### config.mk
export PLATFORM = sky130hd
export DESIGN_NAME = mod_reducer_flat
export DESIGN_NICKNAME = d
export VERILOG_FILES = /design/src/rtl/mod_reducer_if.sv /design/src/rtl/mod_reducer.sv /design/src/flat_wrapper.sv
export SDC_FILE = /design/constraint.sdc
export NUM_CORES = 1
export LEC_CHECK = 0
export CAP_MARGIN = 40
export CORE_MARGIN = 4
export CORE_UTILIZATION = 40
export DETAILED_ROUTE_END_ITERATION = 16
export HOLD_SLACK_MARGIN = 0.05
export PLACE_DENSITY = 0.72
export SLEW_MARGIN = 25
export SYNTH_ARGS = -nofsm -noshare
export SYNTH_HDL_FRONTEND = slang
export SYNTH_SLANG_ARGS = --single-unit
### constraint.sdc
create_clock -name clk -period 1.8 [get_ports clk]
set_input_delay 0.36 -clock clk [delete_from_list [all_inputs] [get_ports clk]]
set_output_delay 0.36 -clock clk [all_outputs]
set_load 0.005 [all_outputs]
### src/rtl/mod_reducer_if.sv
// Handshake bundle between a product source, the modular reducer and its consumer.
// The reducer takes the slave side; whatever feeds and drains it takes the master side.
interface mod_reducer_if #(
  parameter int N = 16
);
  logic           in_valid;
  logic           in_ready;
  logic [2*N-1:0] in_p;
  logic           out_valid;
  logic           out_ready;
  logic [N-1:0]   out_r;
  logic           busy;

  modport master (
    output in_valid,
    output in_p,
    output out_ready,
    input  in_ready,
    input  out_valid,
    input  out_r,
    input  busy
  );

  modport slave (
    input  in_valid,
    input  in_p,
    input  out_ready,
    output in_ready,
    output out_valid,
    output out_r,
    output busy
  );
endinterface

### src/rtl/mod_reducer.sv
// Sequential reducer: in_p mod Q computed by 2N restoring shift-subtract steps,
// one bit of the product per clock, with a valid/ready handshake on both sides.
module mod_reducer #(
  parameter int N = 16,
  parameter int Q = 12289
) (
  input  logic         clk,
  input  logic         rst,
  mod_reducer_if.slave bus
);

  localparam int             CW   = $clog2(2 * N + 1);
  localparam logic [CW-1:0]  LAST = CW'(2 * N - 1);
  localparam logic [N:0]     QW   = (N + 1)'(Q);

  typedef enum logic [1:0] {
    IDLE,
    BUSY,
    DONE
  } state_t;

  state_t         state_reg, state_next;
  logic [2*N-1:0] shreg_reg, shreg_next;
  logic [N-1:0]   r_reg, r_next;
  logic [CW-1:0]  cnt_reg, cnt_next;
  logic [N-1:0]   out_r_reg, out_r_next;

  // The remainder stays below Q < 2^N, so its top bit is always zero and only
  // the low N bits are stored; the trial value and compare still use N+1 bits.
  logic [N:0]     t;
  logic           t_ge;
  logic [N-1:0]   t_red;

  assign t     = {r_reg, shreg_reg[2*N-1]};
  assign t_ge  = (t >= QW);
  assign t_red = t_ge ? N'(t - QW) : t[N-1:0];

  logic in_ready_c, out_valid_c, busy_c;

  always_ff @(posedge clk) begin
    if (rst) begin
      state_reg <= IDLE;
      shreg_reg <= '0;
      r_reg     <= '0;
      cnt_reg   <= '0;
      out_r_reg <= '0;
    end else begin
      state_reg <= state_next;
      shreg_reg <= shreg_next;
      r_reg     <= r_next;
      cnt_reg   <= cnt_next;
      out_r_reg <= out_r_next;
    end
  end

  always_comb begin
    state_next  = state_reg;
    shreg_next  = shreg_reg;
    r_next      = r_reg;
    cnt_next    = cnt_reg;
    out_r_next  = out_r_reg;
    in_ready_c  = 1'b0;
    out_valid_c = 1'b0;
    busy_c      = 1'b0;
    case (state_reg)
      IDLE: begin
        in_ready_c = 1'b1;
        if (bus.in_valid) begin
          shreg_next = bus.in_p;
          r_next     = '0;
          cnt_next   = '0;
          state_next = BUSY;
        end
      end
      BUSY: begin
        busy_c     = 1'b1;
        r_next     = t_red;
        shreg_next = {shreg_reg[2*N-2:0], 1'b0};
        cnt_next   = cnt_reg + CW'(1);
        // The last step's remainder goes straight to the output register.
        if (cnt_reg == LAST) begin
          out_r_next = t_red;
          state_next = DONE;
        end
      end
      DONE: begin
        out_valid_c = 1'b1;
        if (bus.out_ready) begin
          state_next = IDLE;
        end
      end
      default: begin
        state_next = IDLE;
      end
    endcase
  end

  assign bus.in_ready  = in_ready_c;
  assign bus.out_valid = out_valid_c;
  assign bus.busy      = busy_c;
  assign bus.out_r     = out_r_reg;

endmodule

### src/flat_wrapper.sv
// flat-port wrapper written by rule: the top's interface ports become plain ports
module mod_reducer_flat 
#(
  parameter int N = 16,
  parameter int Q = 12289
)
  (clk, rst, bus_in_valid, bus_in_p, bus_out_ready, bus_in_ready, bus_out_valid, bus_out_r, bus_busy);
  mod_reducer_if #(.N(N)) bus_i ();
  input  logic clk;
  input  logic rst;
  input wire logic [$bits(bus_i.in_valid)-1:0] bus_in_valid;
  input wire logic [$bits(bus_i.in_p)-1:0] bus_in_p;
  input wire logic [$bits(bus_i.out_ready)-1:0] bus_out_ready;
  output wire logic [$bits(bus_i.in_ready)-1:0] bus_in_ready;
  output wire logic [$bits(bus_i.out_valid)-1:0] bus_out_valid;
  output wire logic [$bits(bus_i.out_r)-1:0] bus_out_r;
  output wire logic [$bits(bus_i.busy)-1:0] bus_busy;
  assign bus_i.in_valid = bus_in_valid;
  assign bus_i.in_p = bus_in_p;
  assign bus_i.out_ready = bus_out_ready;
  assign bus_in_ready = bus_i.in_ready;
  assign bus_out_valid = bus_i.out_valid;
  assign bus_out_r = bus_i.out_r;
  assign bus_busy = bus_i.busy;
  mod_reducer #(.N(N), .Q(Q)) u_core (.clk(clk), .rst(rst), .bus(bus_i));
endmodule
==> flow_summary.json, run 1 <==
{
  "status": "finished with violations",
  "violations": "negative setup slack",
  "final_common_cell": "nor2_1",
  "core_area_sq_um": 8340,
  "synth-seq-area-share": 0.416,
  "synth_fa_ha_area_frac": 0.0108,
  "worstMarginPinSlew_ns": 0.640,
  "io_buffers": 54,
  "fillers": 735,
  "wl_um": 9200,
  "wl_per_cell_um": 14.5,
  "fin_nets": 565,
  "fin_skew_ns": 0.00893,
  "first_pass_iters": 4,
  "synthCells": 459,
  "synth_cell_type_count": 51,
  "core.rowCount": 33,
  "grt_pass1_wl_um": 13900,
  "synth-simple-area-share": 0.322,
  "ys_top_cells_by_area": "dfxtp_1 (42%), nor2_1 (14%), nor2b_1 (5.8%)",
  "max_freq_mhz": 521,
  "crit_path_max_fanout": 5,
  "clkTransAtPathRegs_ns": 0.08,
  "worst_setup_path_start_kind": "flop",
  "vias_per_cell": 5.28,
  "place.gp.congestion": 0.880,
  "maxCapViolCount": 0,
  "critPathKind": "reg2reg",
  "fin_ws_ns": -0.119,
  "synth-compound-area-share": 0.162,
  "final_cells": 636,
  "die_h_um": 101,
  "overflow": 0,
  "hold_path.class": "in2reg",
  "period_needed_ns": 1.92,
  "ant_nets": 0,
  "cts_root_buf": "clkbuf_8",
  "insertion_delay_ns": 0.35,
  "crit_arrival_ns": 2.12,
  "synth_xor_area_frac": 0.0303,
  "synth_top_family_by_area": "simple AND/OR/NAND/NOR gates",
  "die_w_um": 101,
  "cp.required_ns": 2.00,
  "cts-buffers-inserted": 9,
  "grt_max_degree": 49,
  "initial_core_util": 0.415,
  "slowest_stage": "and4b_2",
  "cts_tree": "yes",
  "powerDensity_nw_per_um2": 757,
  "synth_mux_area_frac": 0.0116,
  "slew_viol_final": 0,
  "htree_num_levels": 3,
  "pin_count": 55,
  "syn-cell-area_sq_um": 3460,
  "placed_area_sq_um": 4210,
  "peakVddDrop_uv": 375,
  "drive_above_1_share": 0.196,
  "grt_pass1_vias": 3027,
  "slew_headroom": 0.573,
  "leakage_nw": 1.84,
  "grt.total_usage": 0.168,
  "finalSetupViolations": 18,
  "critical_path.max_stage_delay_ns": 0.37,
  "yosys.area.top_type": "dfxtp_1",
  "crit_family": "simple AND/OR/NAND/NOR gates",
  "synth_seq_cells": 72,
  "crit_buf_inv": 2,
  "largest_reg_flops": 32,
  "rsz0062_at_grt": "yes",
  "synth_top_area_frac": 0.416,
  "fin_crit_sh": 1.07,
  "diodes": 0,
  "synth_nets": 498,
  "post-place-cells": 610,
  "drt_iter0_drc": 180,
  "crit_chain": "inv_2, ha_4, nor4_4, and4b_2, a21o_4, buf_4, nor2_1, a21oi_2, o21ai_1",
  "end_kind": "flop",
  "ys_warn_count": 0,
  "cts.sinks": 72,
  "antenna_found_initial": 0,
  "synth_edf_count": 0,
  "synthArstFlopShare": 0,
  "clockBufferDepth": 2,
  "area_growth_pct": 37.6,
  "num_vias": 3355,
  "hpwl_um": 5530,
  "drc_errors": 0,
  "design_area_sq_um": 4770,
  "holdWs_ns": 0.426,
  "synth_flop_cell": "dfxtp_1",
  "die_area_sq_um": 10200,
  "hold_buffers": 0,
  "syn_avg_cell_area_sq_um": 7.55,
  "mostFrequentLayoutCells": "nor2_1 (124), dfxtp_1 (63), clkdlybuf4s50_1 (51)",
  "hold_violations": 0
}
==> where the power goes <==
| part | total, mW | internal (mW) | switching, mW |
|---|---|---|---|
| Clock | 1.43 | 0.811 | 0.615 |
| Combinational | 0.477 | 0.225 | 0.252 |
| Sequential | 1.70 | 1.66 | 0.0432 |
==> tightest hold or removal path: cells and delay by family <==
family / cells / cell delay [ns]
buffers and inverters: 2 / 0.32
AO/OA/AOI/OAI: 1 / 0.04
==> worst paths after layout <==
check                         end                 start  cells after the start  slack, ns
max               u_core.r_reg[0]       u_core.r_reg[0]                      9      -0.12
min reg2reg  u_core.shreg_reg[30]  u_core.shreg_reg[30]                      2       0.48
max reg2reg       u_core.r_reg[0]       u_core.r_reg[0]                      9      -0.12
min          u_core.bus.out_r[14]                   rst                      3       0.43
==> logic make-up (layout without fill, tap and decap cells) <==
family / count (synthesis) / after routing
buffers and inverters: 40 / 112
AOI/OAI and AO/OA: 87 / 87
and+or+nand+nor: 241 / 241
adders and majority gates: 3 / 3
xor gates and xnor gates: 12 / 12
DFF: 72 / 72
muxes: 4 / 4
==> routing by layer <==
metal | part of all wire | global-route usage | vias up | wire, um
met5 | 0 | 0 | - | 0
met4 | 0.021 | 0.0685 | 0 | 195
met3 | 0.043 | 0.0318 | 17 | 399
met2 | 0.49 | 0.281 | 95 | 4540
met1 | 0.44 | 0.212 | 1564 | 4070
li1 | - | - | 1679 | -
==> cell type report <==
type                       instances  area [sq um]  share of cell area
multi-input combinational        347          2060               0.432
sequential                        72          1460               0.306
timing repair buffer              91           878               0.184
clock buffer                      10           138              0.0289
tap                              105           131              0.0276
clock inverter                     6          82.6              0.0173
inverter                           5          18.8             0.00394
==> metrics by stage <==
step / setup slack [ns] / utilization / setup TNS (ns) / power (mW)
2_1_floorplan: 0.0124 / - / 0 / 2.02
3_3_place_gp: -0.237 / 0.504 / -4.54 / 2.17
3_5_place_dp: -0.285 / 0.505 / -4.84 / 2.19
4_1_cts: -0.0828 / 0.546 / -0.624 / 3.61
5_1_grt: -0.173 / 0.572 / -2.34 / 3.75
6_report: -0.119 / 0.572 / -1.24 / 3.61
==> Yosys cell counts, types with 4 or more instances <==
cell and n:
a211oi_1 15, a21oi_1 38, buf_1 4, clkbuf_1 27
dfxtp_1 72, inv_1 4, mux2i_1 4, nand2_1 26
nand3_1 4, nor2_1 127, nor2b_1 32, nor3_1 34
o21ai_0 14, xnor2_1 9
==> what timing repair did <==
| action | CTS | global route |
|---|---|---|
| gates resized for setup | 31 | 25 |
| buffers inserted | 2 | 6 |
| setup endpoints to repair | 29 | 30 |
| gates cloned | 0 | 2 |
| hold endpoints to repair | 0 | 0 |
| pin swaps | 23 | 15 |
No activity file was read; power rests on OpenSTA's default activity.
==> run 2, diff against run 1 <==
--- a/config.mk
+++ b/config.mk
@@ -5,13 +5,13 @@
 export SDC_FILE = /design/constraint.sdc
 export NUM_CORES = 1
 export LEC_CHECK = 0
+export ABC_AREA = 1
 export CAP_MARGIN = 40
 export CORE_MARGIN = 4
 export CORE_UTILIZATION = 40
 export DETAILED_ROUTE_END_ITERATION = 16
 export HOLD_SLACK_MARGIN = 0.05
-export PLACE_DENSITY = 0.72
-export SLEW_MARGIN = 25
+export PLACE_DENSITY = 0.71
 export SYNTH_ARGS = -nofsm -noshare
 export SYNTH_HDL_FRONTEND = slang
 export SYNTH_SLANG_ARGS = --single-unit
==> constraint.sdc (replaced) <==
create_clock -name clk -period 1.8 [get_ports clk]
set_input_delay 0.18 -clock clk [delete_from_list [all_inputs] [get_ports clk]]
set_output_delay 0.18 -clock clk [all_outputs]
set_load 0.005 [all_outputs]
==> run 2 against run 1 <==
  * The run now ends clean
  * Utilization is 5.1 points lower
  * Critical path depth is 6 lower
  * Fmax is 13% higher
  * Clock-buffer cell count is 1 lower
  * Non-clock buffer count is 11 lower
  * Highest routed layer unchanged
  * Cell area is 3.9% lower
  * Clock skew hardly changed
  * Flip-flop and latch count stayed put
  * Area after synthesis is 5.1% higher
==> flow_summary.json, run 2 <==
{
  "status": "finished, final reports clean",
  "worstMarginPinSlew_ns": 0.542,
  "crit_chain": "inv_2, nor2_8, clkdlybuf4s50_1",
  "die_area_sq_um": 10700,
  "fin_setup_tns_ns": 0,
  "hold_violations": 0,
  "design_area_sq_um": 4580,
  "worstSetupStartpoint": "u_core.state_reg[0]",
  "maxCapViolCount": 0,
  "reg2reg_depth": 9,
  "p_seq_frac": 0.521,
  "r2r-start": "u_core.cnt_reg[0]",
  "drt_iter0_drc": 188,
  "first_pass_iters": 4,
  "place.gp.congestion": 0.963,
  "core_area_sq_um": 8810,
  "area_growth_pct": 25.8,
  "cts_tree": "yes",
  "powerDensity_nw_per_um2": 705,
  "holdWs_ns": 0.362,
  "wl_per_cell_um": 13.1,
  "overflow": 0,
  "yosys.area.top_type": "dfxtp_1",
  "mostFrequentLayoutCells": "nand2_1 (173), dfxtp_1 (70), clkdlybuf4s50_1 (53)",
  "slowest_stage": "clkdlybuf4s50_1",
  "peakVddDrop_uv": 437,
  "synthArstFlopShare": 0,
  "max_freq_mhz": 591,
  "antenna_found_initial": 0,
  "fillers": 843,
  "diodes": 0,
  "min_delay_path_depth": 4,
  "pin_count": 55,
  "vias_per_cell": 5.10,
  "placed_area_sq_um": 4330,
  "fin_skew_ns": 0.00921,
  "post-place-cells": 665,
  "syn_avg_cell_area_sq_um": 7.14,
  "min_from": "rst",
  "synth_seq_cells": 72,
  "synth_nets": 549,
  "htree_num_levels": 3,
  "worst_setup_path_start_kind": "flop",
  "crit_family": "buffers and inverters",
  "end_kind": "primary output",
  "ant_nets": 0,
  "fin_nets": 613,
  "reg2reg_to": "u_core.bus.out_r[1]",
  "pre_cts_ws_ns": -0.0164,
  "wl_um": 9010,
  "ys_warn_count": 0,
  "p_int_mw": 2.33,
  "cts_root_buf": "clkbuf_8",
  "crit_arrival_ns": 1.51,
  "crit_path_max_fanout": 6,
  "core.rowCount": 34,
  "fin_ws_ns": 0.108,
  "hold_buffers": 0,
  "die_w_um": 103,
  "finalSetupViolations": 0,
  "pwr-share-comb": 0.133,
  "synth_flop_cell": "dfxtp_1",
  "synthCells": 510,
  "ys_top_cells_by_area": "dfxtp_1 (40%), nand2_1 (18%), inv_1 (5.2%)",
  "clkTransAtPathRegs_ns": 0.08,
  "cp.required_ns": 1.62,
  "cts.sinks": 72,
  "grt_pass1_vias": 3119,
  "leakage_nw": 1.99,
  "drc_errors": 0,
  "multi_input_area_sq_um": 1880,
  "final_common_cell": "nand2_1",
  "grt_max_degree": 47,
  "synth-seq-area-share": 0.396,
  "drive_above_1_share": 0.149,
  "syn-cell-area_sq_um": 3640,
  "clockBufferDepth": 2,
  "grt.total_usage": 0.169,
  "clockPowerShare": 0.346,
  "initial_core_util": 0.413,
  "slew_viol_final": 0,
  "critPathKind": "reg2out",
  "synth_top_area_frac": 0.396,
  "register_area_sq_um": 1440,
  "num_vias": 3498,
  "switching_share": 0.277,
  "insertion_delay_ns": 0.34,
  "critical_path.max_stage_delay_ns": 0.55,
  "largest_reg_flops": 32,
  "hpwl_um": 6540,
  "period_needed_ns": 1.69,
  "crit_buf_inv": 2,
  "finalPower_mw": 3.23,
  "grt_pass1_wl_um": 14300,
  "rrSetupSlack_ns": 0.12,
  "synth_cell_type_count": 38,
  "die_h_um": 103,
  "io_buffers": 54,
  "hold_end": "u_core.shreg_reg[24]",
  "fin_crit_sh": 0.940,
  "cts-buffers-inserted": 9,
  "hold_path.class": "in2reg",
  "ys_top_cells_by_count": "nand2_1 (175), dfxtp_1 (72), inv_1 (50)",
  "synth.most_common_cell": "nand2_1",
  "slew_headroom": 0.638,
  "synth_edf_count": 0,
  "p_sw_mw": 0.895,
  "finish.utilization": 0.520,
  "final_cells": 686
}
## run 2: cell families (layout without fill, tap and decap cells)
kind of cell | after synthesis | after routing | synth area share
xor gates and xnor gates | 9 | 9 | 0.0216
adders and majority gates | 3 | 3 | 0.0103
and+or+nand+nor | 250 | 251 | 0.313
buffers and inverters | 82 | 149 | 0.0972
AOI/OAI and AO/OA | 94 | 94 | 0.162
DFF | 72 | 72 | 0.396
## run 2: worst max path at each step
stage                                end  cells past startpoint
detailed placement  u_core.bus.out_r[10]                     11
CTS                 u_core.bus.out_r[10]                     10
global route         u_core.bus.out_r[9]                     10
floorplan               u_core.r_reg[14]                      8
finish                          bus_busy                      3
global placement    u_core.bus.out_r[10]                     11
## run 2: power by group through the flow
stage | clock network, mW | registers [mW] | logic, mW
final | 1.12 | 1.68 | 0.428
after global routing | 1.22 | 1.69 | 0.474
after CTS | 1.16 | 1.68 | 0.426
after detailed placement | 0 | 1.72 | 0.425
after global placement | 0 | 1.72 | 0.418
after floorplan | 0 | 1.71 | 0.262
## run 2: layout make-up
cell class	instances	share of cell area
timing repair buffer	80	0.164
multi-input combinational	357	0.410
clock buffer	9	0.0270
inverter	54	0.0445
sequential	72	0.315
clock inverter	6	0.00983
tap	108	0.0295
## run 2: timing repair
action                     CTS  global route
pin swaps                    0             4
gates resized for setup      1            10
setup buffers                0             5
setup endpoints to repair    1            24
gates cloned                 0             1
## run 2: routing by layer
layer  track usage  vias to the layer above  share of wire
met4        0.0548                        0          0.023
li1              -                     1786              -
met1         0.211                     1604           0.45
met5             0                        -              0
met2         0.283                       93           0.46
met3        0.0449                       15          0.061
## run 2: worst min-delay path, delay by kind of cell
kind	cells	cell delay, ns
simple gates	1	0.14
buf+inv	3	0.33
